$ cat src/rtl/lsu_mem_stage_if.sv
// Data-bus bundle between the load/store unit and memory.
// One outstanding request at a time. busAck completes it, and busRdata is valid in the same cycle.
interface lsu_mem_stage_if #(
  parameter int WORDSIZE = 32
);
  logic                busReq;
  logic                busWe;
  logic [WORDSIZE-1:0] busAddr;
  logic [WORDSIZE-1:0] busWdata;
  logic [3:0]          busStrb;
  logic                busAck;
  logic [WORDSIZE-1:0] busRdata;

  modport master (
    output busReq, busWe, busAddr, busWdata, busStrb,
    input  busAck, busRdata
  );

  modport slave (
    input  busReq, busWe, busAddr, busWdata, busStrb,
    output busAck, busRdata
  );
endinterface

$ cat src/rtl/lsu_mem_stage.sv
// Load/store unit memory stage.
// It issues one bus access per memory instruction and stalls the core until the access finishes.
// It builds store strobes and replicated store data, and formats load results for write-back.
// It flags misaligned accesses, illegal encodings and bus timeouts with a one-cycle fault pulse.
module lsu_mem_stage #(
  parameter int WORDSIZE = 32,
  parameter int TIMEOUT  = 255
) (
  input  logic                clk,
  input  logic                rst,
  input  logic                memRead,
  input  logic                memWrite,
  input  logic [2:0]          funct3,
  input  logic [WORDSIZE-1:0] aluResult,
  input  logic [WORDSIZE-1:0] storeData,
  output logic [WORDSIZE-1:0] readData,
  output logic                stall,
  output logic                fault,
  output logic [1:0]          faultCause,
  lsu_mem_stage_if.master     bus
);

  localparam int CW = $clog2(TIMEOUT + 1);

  typedef enum logic [1:0] {
    IDLE,
    REQ,
    DONE
  } state_t;

  state_t              state;
  state_t              next_state;
  logic [CW-1:0]       count;
  logic                timed_out;
  logic                load_q;
  logic [2:0]          size_q;
  logic [1:0]          lane_q;

  logic                access;
  logic                illegal;
  logic                misaligned;
  logic                start;
  logic                ack_now;
  logic                timeout_now;
  logic                misalign_now;
  logic [3:0]          store_strb;
  logic [WORDSIZE-1:0] store_wdata;
  logic [7:0]          load_byte;
  logic [15:0]         load_half;
  logic [WORDSIZE-1:0] load_value;

  // Classify the instruction currently presented: is it an access, is it encodable, is it aligned
  always_comb begin
    access     = memRead | memWrite;
    illegal    = 1'b0;
    misaligned = 1'b0;
    if (memRead & memWrite)
      illegal = 1'b1;
    else if (memRead)
      illegal = (funct3 == 3'b011) || (funct3[2:1] == 2'b11);
    else if (memWrite)
      illegal = funct3[2] || (funct3[1:0] == 2'b11);
    if ((funct3[1:0] == 2'b01) && aluResult[0])
      misaligned = 1'b1;
    if ((funct3[1:0] == 2'b10) && (aluResult[1:0] != 2'b00))
      misaligned = 1'b1;
  end

  // Store lane strobes and lane-replicated write data for the presented store
  always_comb begin
    store_strb  = 4'b0000;
    store_wdata = '0;
    case (funct3[1:0])
      2'b00: begin
        store_strb  = 4'b0001 << aluResult[1:0];
        store_wdata = {4{storeData[7:0]}};
      end
      2'b01: begin
        store_strb  = 4'b0011 << aluResult[1:0];
        store_wdata = {2{storeData[15:0]}};
      end
      default: begin
        store_strb  = 4'b1111;
        store_wdata = storeData;
      end
    endcase
  end

  // Pick the addressed byte/halfword out of the returned word and extend it to full width
  always_comb begin
    load_value = bus.busRdata;
    case (lane_q)
      2'b00:   load_byte = bus.busRdata[7:0];
      2'b01:   load_byte = bus.busRdata[15:8];
      2'b10:   load_byte = bus.busRdata[23:16];
      default: load_byte = bus.busRdata[31:24];
    endcase
    load_half = lane_q[1] ? bus.busRdata[31:16] : bus.busRdata[15:0];
    case (size_q)
      3'b000:  load_value = {{(WORDSIZE-8){load_byte[7]}}, load_byte};
      3'b001:  load_value = {{(WORDSIZE-16){load_half[15]}}, load_half};
      3'b100:  load_value = {{(WORDSIZE-8){1'b0}}, load_byte};
      3'b101:  load_value = {{(WORDSIZE-16){1'b0}}, load_half};
      default: load_value = bus.busRdata;
    endcase
  end

  // Next state, stall and fault decode; reset masks the combinational outputs
  always_comb begin
    next_state   = state;
    stall        = 1'b0;
    fault        = 1'b0;
    faultCause   = 2'b00;
    start        = 1'b0;
    ack_now      = 1'b0;
    timeout_now  = 1'b0;
    misalign_now = 1'b0;
    case (state)
      IDLE: begin
        if (access) begin
          if (illegal) begin
            fault      = 1'b1;
            faultCause = 2'b10;
          end else if (misaligned) begin
            fault        = 1'b1;
            faultCause   = 2'b01;
            misalign_now = 1'b1;
          end else begin
            stall      = 1'b1;
            start      = 1'b1;
            next_state = REQ;
          end
        end
      end
      REQ: begin
        stall = 1'b1;
        if (bus.busAck) begin
          ack_now    = 1'b1;
          next_state = DONE;
        end else if (count == CW'(TIMEOUT - 1)) begin
          timeout_now = 1'b1;
          next_state  = DONE;
        end
      end
      DONE: begin
        next_state = IDLE;
        if (timed_out) begin
          fault      = 1'b1;
          faultCause = 2'b11;
        end
      end
      default: next_state = IDLE;
    endcase
    if (rst) begin
      stall      = 1'b0;
      fault      = 1'b0;
      faultCause = 2'b00;
    end
  end

  // State register
  always_ff @(posedge clk or posedge rst) begin
    if (rst)
      state <= IDLE;
    else
      state <= next_state;
  end

  // Count cycles spent waiting in REQ; a timeout is remembered so DONE can report it
  always_ff @(posedge clk or posedge rst) begin
    if (rst) begin
      count     <= '0;
      timed_out <= 1'b0;
    end else begin
      timed_out <= timeout_now;
      if (start)
        count <= '0;
      else if (state == REQ)
        count <= count + CW'(1);
    end
  end

  // Bus outputs are captured at the start of an access and held until the access completes
  always_ff @(posedge clk or posedge rst) begin
    if (rst) begin
      bus.busReq   <= 1'b0;
      bus.busWe    <= 1'b0;
      bus.busAddr  <= '0;
      bus.busWdata <= '0;
      bus.busStrb  <= 4'b0000;
      load_q       <= 1'b0;
      size_q       <= 3'b000;
      lane_q       <= 2'b00;
    end else if (start) begin
      bus.busReq   <= 1'b1;
      bus.busWe    <= memWrite;
      bus.busAddr  <= {aluResult[WORDSIZE-1:2], 2'b00};
      bus.busWdata <= memWrite ? store_wdata : '0;
      bus.busStrb  <= memWrite ? store_strb : 4'b0000;
      load_q       <= memRead;
      size_q       <= funct3;
      lane_q       <= aluResult[1:0];
    end else if (ack_now || timeout_now) begin
      bus.busReq <= 1'b0;
    end
  end

  // Load result register: set on a completed load, cleared by misalignment or timeout
  always_ff @(posedge clk or posedge rst) begin
    if (rst)
      readData <= '0;
    else if (ack_now && load_q)
      readData <= load_value;
    else if (timeout_now || misalign_now)
      readData <= '0;
  end

endmodule

$ cat src/flat_wrapper.sv
// flat-port wrapper written by rule: the top's interface ports become plain ports
module lsu_mem_stage_flat 
#(
  parameter int WORDSIZE = 32,
  parameter int TIMEOUT  = 255
)
  (clk, rst, memRead, memWrite, funct3, aluResult, storeData, readData, stall, fault, faultCause, bus_busReq, bus_busWe, bus_busAddr, bus_busWdata, bus_busStrb, bus_busAck, bus_busRdata);
  lsu_mem_stage_if #(.WORDSIZE(WORDSIZE)) bus_i ();
  input  logic clk;
  input  logic rst;
  input  logic memRead;
  input  logic memWrite;
  input  logic [2:0] funct3;
  input  logic [WORDSIZE-1:0] aluResult;
  input  logic [WORDSIZE-1:0] storeData;
  output logic [WORDSIZE-1:0] readData;
  output logic stall;
  output logic fault;
  output logic [1:0] faultCause;
  output wire logic [$bits(bus_i.busReq)-1:0] bus_busReq;
  output wire logic [$bits(bus_i.busWe)-1:0] bus_busWe;
  output wire logic [$bits(bus_i.busAddr)-1:0] bus_busAddr;
  output wire logic [$bits(bus_i.busWdata)-1:0] bus_busWdata;
  output wire logic [$bits(bus_i.busStrb)-1:0] bus_busStrb;
  input wire logic [$bits(bus_i.busAck)-1:0] bus_busAck;
  input wire logic [$bits(bus_i.busRdata)-1:0] bus_busRdata;
  assign bus_busReq = bus_i.busReq;
  assign bus_busWe = bus_i.busWe;
  assign bus_busAddr = bus_i.busAddr;
  assign bus_busWdata = bus_i.busWdata;
  assign bus_busStrb = bus_i.busStrb;
  assign bus_i.busAck = bus_busAck;
  assign bus_i.busRdata = bus_busRdata;
  lsu_mem_stage #(.WORDSIZE(WORDSIZE), .TIMEOUT(TIMEOUT)) u_core (.clk(clk), .rst(rst), .memRead(memRead), .memWrite(memWrite), .funct3(funct3), .aluResult(aluResult), .storeData(storeData), .readData(readData), .stall(stall), .fault(fault), .faultCause(faultCause), .bus(bus_i));
endmodule
$ cat config.mk
export PLATFORM = sky130hd
export DESIGN_NAME = lsu_mem_stage_flat
export DESIGN_NICKNAME = d
export VERILOG_FILES = /design/src/rtl/lsu_mem_stage_if.sv /design/src/rtl/lsu_mem_stage.sv /design/src/flat_wrapper.sv
export SDC_FILE = /design/constraint.sdc
export NUM_CORES = 1
export LEC_CHECK = 0
export BUFFER_PORTS_ARGS = -buffer_cell sky130_fd_sc_hd__buf_2
export CAP_MARGIN = 20
export CORE_MARGIN = 1
export CORE_UTILIZATION = 50
export CTS_CLUSTER_SIZE = 10
export DETAILED_ROUTE_END_ITERATION = 8
export PLACE_DENSITY = 0.89
export SETUP_SLACK_MARGIN = 0.3
export SLEW_MARGIN = 10
export SYNTH_ARGS = -nofsm -noshare
export SYNTH_HDL_FRONTEND = slang
export SYNTH_SLANG_ARGS = --single-unit
$ cat constraint.sdc
create_clock -name clk -period 8.69 [get_ports clk]
set_input_delay 2.607 -clock clk [delete_from_list [all_inputs] [get_ports clk]]
set_output_delay 2.607 -clock clk [all_outputs]
set_load 0.03 [all_outputs]
# Word level (Yosys, flattened, before mapping)
# Index checks and enable logic that the tools add are counted.
[totals]
regBits = 117
input_bits = 104
[op_classes]
bitwise = 2
add_sub_neg = 1
reduce_logical = 16
eq_ne = 17
muxes = 50
shift = 2
[ops]
columns = ["cell", "count"]
rows = [
  ["32-bit one-hot mux with 4 select lines", 1],
  ["32-bit 2-to-1 mux", 3],
  ["32-bit one-hot mux with 2 select lines", 1],
  ["1-bit 2-to-1 mux", 26],
  ["8-bit one-hot mux with 3 select lines", 1],
  ["2-bit 2-to-1 mux", 9],
  ["16-bit 2-to-1 mux", 1],
  ["8-bit 2-to-1 mux", 2],
  ["2-bit equality test, second input constant", 5],
  ["8-bit by 1-bit adder with 8-bit output, second input constant", 1],
  ["8-bit equality test, second input constant", 1],
  ["2-bit one-hot mux with 2 select lines", 2],
  ["4-bit one-hot mux with 2 select lines", 1],
  ["2-bit nonzero test", 4],
  ["2-bit by 1-bit equality test with 1-bit output, second input constant", 3],
  ["3-bit equality test, second input constant", 2],
  ["2-bit zero test", 3],
  ["1-bit logical OR", 4],
  ["4-bit 2-to-1 mux", 1],
  ["2-bit inequality test, second input constant", 2],
  ["1-bit one-hot mux with 2 select lines", 2],
  ["4-bit AND reduction", 1],
  ["1-bit by 2-bit left shift with 4-bit output, first input constant", 1],
  ["2-bit by 2-bit left shift with 4-bit output, first input constant", 1],
  ["8 further kinds", 10],
]

# Depth between registers and ports, before layout
# Gate-level depths: netlist of the first run.
[logic_depth]
depth_word = 11
depth_mapped = 8

# Least setup slack after synthesis of the first run
# Ideal clock, no wire load.
[synth_timing]
kind = "input to output"
start = "in funct3[0]"
end = "out stall"
stages = 7
setup_slack_ns = 2.090
n_path_buf = 3
t_arrival_ns = 3.993
t_required_ns = 6.083
path_cell_list = "buf_2 > o211ai_2 > nand3_1 > nor3_4 > buf_6 > buf_4 > o21a_1"
[synth_between]
elab_chain_len = 9
[synth_lines]
columns = ["element", "line", "rtl"]
rows = [
  ["start: declaration", "flat_wrapper.sv:13", "input logic [2:0] funct3;"],
  ["2-bit by 1-bit equality test with 1-bit output or 2-bit equality test (tied branches)", "lsu_mem_stage.sv:63, lsu_mem_stage.sv:62", ""],
  ["1-bit logical AND or 1-bit logical OR (tied branches)", "lsu_mem_stage.sv:63, lsu_mem_stage.sv:62", ""],
  ["1-bit 2-to-1 mux (on tied branches)", "lsu_mem_stage.sv:63, lsu_mem_stage.sv:61", ""],
  ["1-bit 2-to-1 mux (on tied branches)", "lsu_mem_stage.sv:65, lsu_mem_stage.sv:59", ""],
  ["1-bit 2-to-1 mux (on tied branches)", "lsu_mem_stage.sv:124, lsu_mem_stage.sv:57", ""],
  ["1-bit 2-to-1 mux *", "lsu_mem_stage.sv:121", "if (illegal) begin"],
  ["1-bit 2-to-1 mux *", "lsu_mem_stage.sv:120", "if (access) begin"],
  ["1-bit one-hot mux with 2 select lines *", "lsu_mem_stage.sv:118", "case (state)"],
  ["1-bit 2-to-1 mux *", "lsu_mem_stage.sv:154", "if (rst) begin"],
  ["end: declaration", "flat_wrapper.sv:17", "output logic stall;"],
]
# Mark *: on every way between the ends. The rest lies on a longest branch, timed or not.

# Worst setup path after layout of the first run
[layout_timing]
start = "in funct3[1]"
end = "out faultCause[0]"
[layout_between]
elab_chain_len = 9
[layout_lines]
columns = ["element", "line", "rtl"]
rows = [
  ["2-bit by 1-bit equality test with 1-bit output or 2-bit equality test (tied branches)", "lsu_mem_stage.sv:63, lsu_mem_stage.sv:62", ""],
  ["1-bit logical AND or 1-bit logical OR (tied branches)", "lsu_mem_stage.sv:63, lsu_mem_stage.sv:62", ""],
  ["1-bit 2-to-1 mux (on tied branches)", "lsu_mem_stage.sv:63, lsu_mem_stage.sv:61", ""],
  ["1-bit 2-to-1 mux (on tied branches)", "lsu_mem_stage.sv:65, lsu_mem_stage.sv:59", ""],
  ["1-bit 2-to-1 mux (on tied branches)", "lsu_mem_stage.sv:124, lsu_mem_stage.sv:57", ""],
  ["2-bit 2-to-1 mux *", "lsu_mem_stage.sv:121", ""],
  ["2-bit 2-to-1 mux *", "lsu_mem_stage.sv:120", ""],
  ["2-bit one-hot mux with 2 select lines *", "lsu_mem_stage.sv:118", ""],
  ["2-bit 2-to-1 mux *", "lsu_mem_stage.sv:154", ""],
  ["end: declaration", "flat_wrapper.sv:19", "output logic [1:0] faultCause;"],
]
# Marked as above.

==> impl_metrics.ini, run 1 <==
[finish]
layout_commonest_cell = buf_2
drive_gt1_share_pct = 41.7
postLayoutCellArea_sq_mm = 0.00738
n_antenna_cell = 0
layout.nets = 810
layout_common_cells = buf_2, dfrtp_1, mux2_2
synthToLayoutAreaGrowth_pct = 27.9

[die]
rows = 38
die_y_microns = 109
initial_core_util_pct = 52.3
io_pins = 210
die_w_microns = 109
die_area_sq_mm = 0.0120
core-area_sq_mm = 0.0110

[setup_path]
rr_endpoint = u_core.bus.busAddr[27]$_DFFE_PP0N_
setup.worst_path.start = funct3[1]
critPathArrivalTime_ns = 4.24
worst-path-buf-inv = 2
critPathMaxStageDelay_ns = 0.58
crit_fanout = 42
cp-start-kind = input pin
crit_slowest_cell = buf_2
criticalPathCategory = input pin to output port
cpLargestDelayFamily = buffers and inverters
rrSetupSlack_ns = 6.27
path_cells = buf_2 > nand2b_1 > o22ai_2 > a32oi_1 > nor3_1 > buf_2
crit_path_frequent_cell = buf_2
worstRegToRegCells = 5
required_ns = 6.08
r2r-start = u_core.state[1]$_DFFE_PP0P_
crit_path_end_kind = output port

[power]
p_sw_share_pct = 40.7
p_leak_nw = 3.65
pwr-share-clk_pct = 26.9
p_int_mw = 1.55
seq_power_share_pct = 34.2
p_switching_mw = 1.06
p_comb_share_pct = 38.9
powerDensity_mw_per_mm2 = 353
vdd_drop_max_v = 0.000229

[timing]
setup-violations-final = 0
finClkSkew_ns = 0.0108
tns_ns = 0
timing.fmax_ghz = 0.146
timing.final.ws_setup_ns = 1.84
finalCritPeriodShare_pct = 78.8
drv_slew = 0
period_needed_ns = 6.85
finalHoldViolations = 0
rsz0062_at_grt = no
tightest_slew_ns = 1.06
relSlewSlack_pct = 28.8

[logic_synthesis]
syn_area_sq_mm = 0.00577
dominantRegCellSynth = dfrtp_1
synth_sequential_area_ratio_pct = 50.8
synth_cell_types = 51
synthCells = 509
synth_edf_count = 0
yosys_warnings = 0
async_flop_share_pct = 100
syn-mean-instance-area_sq_um = 11.3
ys_ff_latch = 117

[cts]
hold_buffers = 0
clockBufferDepth = 2
cts.sinks = 117
htreeDepth = 4
clk_latency_ns = 0.42
path_clk_slew_ns = 0.05
numCtsBuffers = 17
post_cts_resized = 0
clock-root-buffer = clkbuf_16
postCtsSetupBuffers = 0
cts_tree = built

[grt]
track_usage_pct = 25.9
grt_pass1_vias = 4681
grt_pass1_wl_microns = 23500
grt_overflow = 0
grt_max_degree = 77
antenna_found_initial = 0

[place]
post-place-ws_ns = 1.86
gp_congestion = 0.846
dpl_cell_area_sq_mm = 0.00678
io_buffers = 207
hpwl_microns = 10400

[drt]
dr.pass1.iters = 7
routed_via_density = 5.62
wl_microns = 15000
wl_per_cell_microns = 17.4
drt_iter0_drc = 459
final_antenna_net_count = 0
dr_total_vias = 4815
drcViolationCount = 0

[hold_path]
holdCritPathClass = flop to flop
holdPathEnd = u_core.bus.busReq$_DFFE_PP0P_
worstHoldStart = u_core.bus.busReq$_DFFE_PP0P_
worstHoldPathCells = 1

[job]
maxCapViolations = 0

[outcome]
outcome = completed
power groups by stage:
stage | clock (mW) | sequential, mW | combinational [mW]
2_1_floorplan | 0 | 1.21 | 0.385
3_3_place_gp | 0 | 0.883 | 0.987
3_5_place_dp | 0 | 0.895 | 1.01
4_1_cts | 0.711 | 0.890 | 1.02
5_1_grt | 0.732 | 0.918 | 1.08
6_report | 0.701 | 0.891 | 1.01
cell families after synthesis:
family	count (synthesis)	share of synthesized area, %
flip-flops	117	50.8
buffers and inverters	65	5.84
AO/OA/AOI/OAI	122	15.5
AND/OR/NAND/NOR	103	8.87
other	1	0.0650
adder cells (fa/ha/maj)	2	0.434
multiplexers	99	18.5
through the flow:
stage	cells	hold slack (ns)	power, mW	utilization [%]
after floorplan	510	0.451	1.60	-
after global placement	824	0.468	1.87	61.5
after detailed placement	824	0.469	1.91	61.5
after CTS	856	0.490	2.62	66.8
after global routing	857	0.504	2.73	66.9
final	857	0.481	2.60	66.9
flip-flops by register name, summed over array words and instances (netlist names), 2 cells and up:
register / cells
u_core.size_q: 3
u_core.lane_q: 2
u_core.bus.busWdata: 32
u_core.state: 2
u_core.bus.busAddr: 30
u_core.count: 8
u_core.bus.busStrb: 4
u_core.readData: 32
cells in the mapped netlist, drive strengths merged, types with 2 or more instances:
cell       n  area, sq um
a21o       2         15.0
o211ai    11         87.6
or3        7         43.8
buf       23          179
ha         2         25.0
o21a       6         46.3
dfrtp    117         2930
nor2b     11         68.8
nand2b    10         62.6
o31ai      2         28.8
nand3      4         20.0
o2bb2ai    7         61.3
clkbuf    13         48.8
o21ai     34          170
nor3       5         36.3
a32o       8         80.1
a21boi     8         60.1
a221o     16          160
o22ai      2         18.8
a21oi     13         65.1
nand2     45          169
a31oi      7         50.1
mux2i     45          450
nor2      12         45.0
mux2      53          597
and3       3         18.8
inv       28          105
final cells by class:
cell class / instances / area (sq um)
clock buffer: 17 / 425
clock inverter: 15 / 164
fill: 820 / 3650
inverter: 29 / 111
multi-input combinational: 328 / 2510
sequential: 117 / 2930
tap: 140 / 175
timing repair buffer: 211 / 1070
layer usage:
metal	track usage [%]	vias to the layer above	part of all wire, %
li1	-	2231	-
met1	32.4	2323	41
met2	42.3	231	49
met3	7.05	30	8.0
met4	10.9	0	1.9
met5	0	-	0
how the worst max path moves through the flow:
stage / end / slack, ns / cells past startpoint
CTS: faultCause[0] / 1.85 / 6
floorplan: stall / 2.09 / 7
detailed placement: faultCause[0] / 1.86 / 6
global placement: faultCause[0] / 1.91 / 6
finish: faultCause[0] / 1.84 / 6
global route: faultCause[0] / 1.71 / 6
No activity file was read; power rests on OpenSTA's default activity.
==> inputs of run 2 (changes only) <==
clock period = 6.69 ns   (was 8.69 ns; I/O delays follow)
==> run 2 against run 1 <==
  * Worst setup slack got worse by 0.67 ns
  * Final cell count rose by 0.12%
  * Non-clock buffer count rose by 1
  * First-iteration DRC count fell by 4.1%
  * Combinational power rose by 31%
  * Critical path depth did not move
==> impl_metrics.ini, run 2 (synthesized netlist as in run 1, its figures left out) <==
[outcome]
outcome = completed

[timing]
hold-worst-slack_ns = 0.480
setup-violations-final = 0
tightest_slew_ns = 1.03
period_needed_ns = 5.52
finClkSkew_ns = 0.00692
timing.fmax_ghz = 0.181
drv_slew = 0
tns_ns = 0
finalHoldViolations = 0
relSlewSlack_pct = 31.5
rsz0062_at_grt = no
finalCritPeriodShare_pct = 82.5

[die]
initial_core_util_pct = 52.3
die_area_sq_mm = 0.0120
io_pins = 210
die_y_microns = 109
die_w_microns = 109
rows = 38
core-area_sq_mm = 0.0110

[finish]
layout.nets = 811
n_antenna_cell = 0
layout_common_cells = buf_2, dfrtp_1, mux2_2
top_regs = u_core.bus.busWdata (32), u_core.readData (32), u_core.bus.busAddr (30)
layout_commonest_cell = buf_2
synthToLayoutAreaGrowth_pct = 27.7
fin_util_pct = 66.8
drive_gt1_share_pct = 41.6

[cts]
htreeDepth = 4
clockBufferDepth = 2
path_clk_slew_ns = 0.05
clock-root-buffer = clkbuf_16
cts_tree = built
numCtsBuffers = 17
cts.sinks = 117
post_cts_resized = 0
hold_buffers = 0
postCtsSetupBuffers = 0
clk_latency_ns = 0.41

[place]
io_buffers = 207
hpwl_microns = 10500
gp_congestion = 0.846

[setup_path]
criticalPathCategory = input pin to output port
worstRegToRegCells = 5
crit_path_end_kind = output port
cp-start-kind = input pin
crit_fanout = 24
required_ns = 4.68
critPathArrivalTime_ns = 3.51

[hold_path]
worstHoldPathCells = 1
holdCritPathClass = flop to flop

[drt]
dr.pass1.iters = 5
dr_total_vias = 4864
routed_via_density = 5.67
final_antenna_net_count = 0
drt_iter0_drc = 440
drcViolationCount = 0
wl_microns = 15000
wl_per_cell_microns = 17.5

[grt]
grt_overflow = 0
antenna_found_initial = 0
grt_pass1_vias = 4742
track_usage_pct = 25.9
grt_pass1_wl_microns = 23500
grt_max_degree = 77

[job]
maxCapViolations = 0

[power]
p_leak_nw = 3.64
power_mw = 3.34
powerDensity_mw_per_mm2 = 453
vdd_drop_max_v = 0.000321
## run 2: layout make-up
type,count,area [sq um]
fillers,829,3660
multi-input cells,328,2510
repair buffers,212,1070
clock inverters,9,75.1
inverters,29,111
well taps,140,175
flip-flops and latches,117,2930
clock buffers,23,498
## run 2: through the flow
step	instance area, sq um	cells	worst slack, ns
after CTS	7360	857	1.22
after detailed placement	6790	825	1.23
after floorplan	5770	510	1.29
final	7370	858	1.17
after global placement	6790	825	1.29
after global routing	7370	858	0.986
## run 2: final timing paths
check | slack [ns] | startpoint | endpoint
max | 1.17 | funct3[0] | faultCause[0]
min | 0.48 | u_core.bus.busReq$_DFFE_PP0P_ | u_core.bus.busReq$_DFFE_PP0P_
max reg2reg | 4.19 | u_core.state[1]$_DFFE_PP0P_ | u_core.bus.busAddr[27]$_DFFE_PP0N_
min reg2reg | 0.48 | u_core.bus.busReq$_DFFE_PP0P_ | u_core.bus.busReq$_DFFE_PP0P_
max in group asynchronous | 3.71 | rst | u_core.state[1]$_DFFE_PP0P_
min in group asynchronous | 1.76 | rst | u_core.readData[28]$_DFFE_PP0P_
## run 2: worst max-delay path, stage by stage
cell and delay, ns:
buf_2 0.45, nand2_1 0.13, o22ai_2 0.36, a32oi_1 0.19
nor3_1 0.15, buf_2 0.22
## run 2: routing by layer
layer,vias to the layer above,global-route usage (%),wire (microns)
met1,2360,32.4,6040
met3,44,7.11,1170
li1,2227,-,-
met4,0,13.1,448
met5,-,0,0
met2,233,41.1,7360
## run 2: report_power, final
group	internal (mW)	switching (mW)	total, mW	leakage (nW)
Combinational	0.459	0.856	1.32	1.88
Sequential	0.969	0.188	1.16	1.48
Clock	0.555	0.313	0.868	0.285
Total	1.98	1.36	3.34	3.64
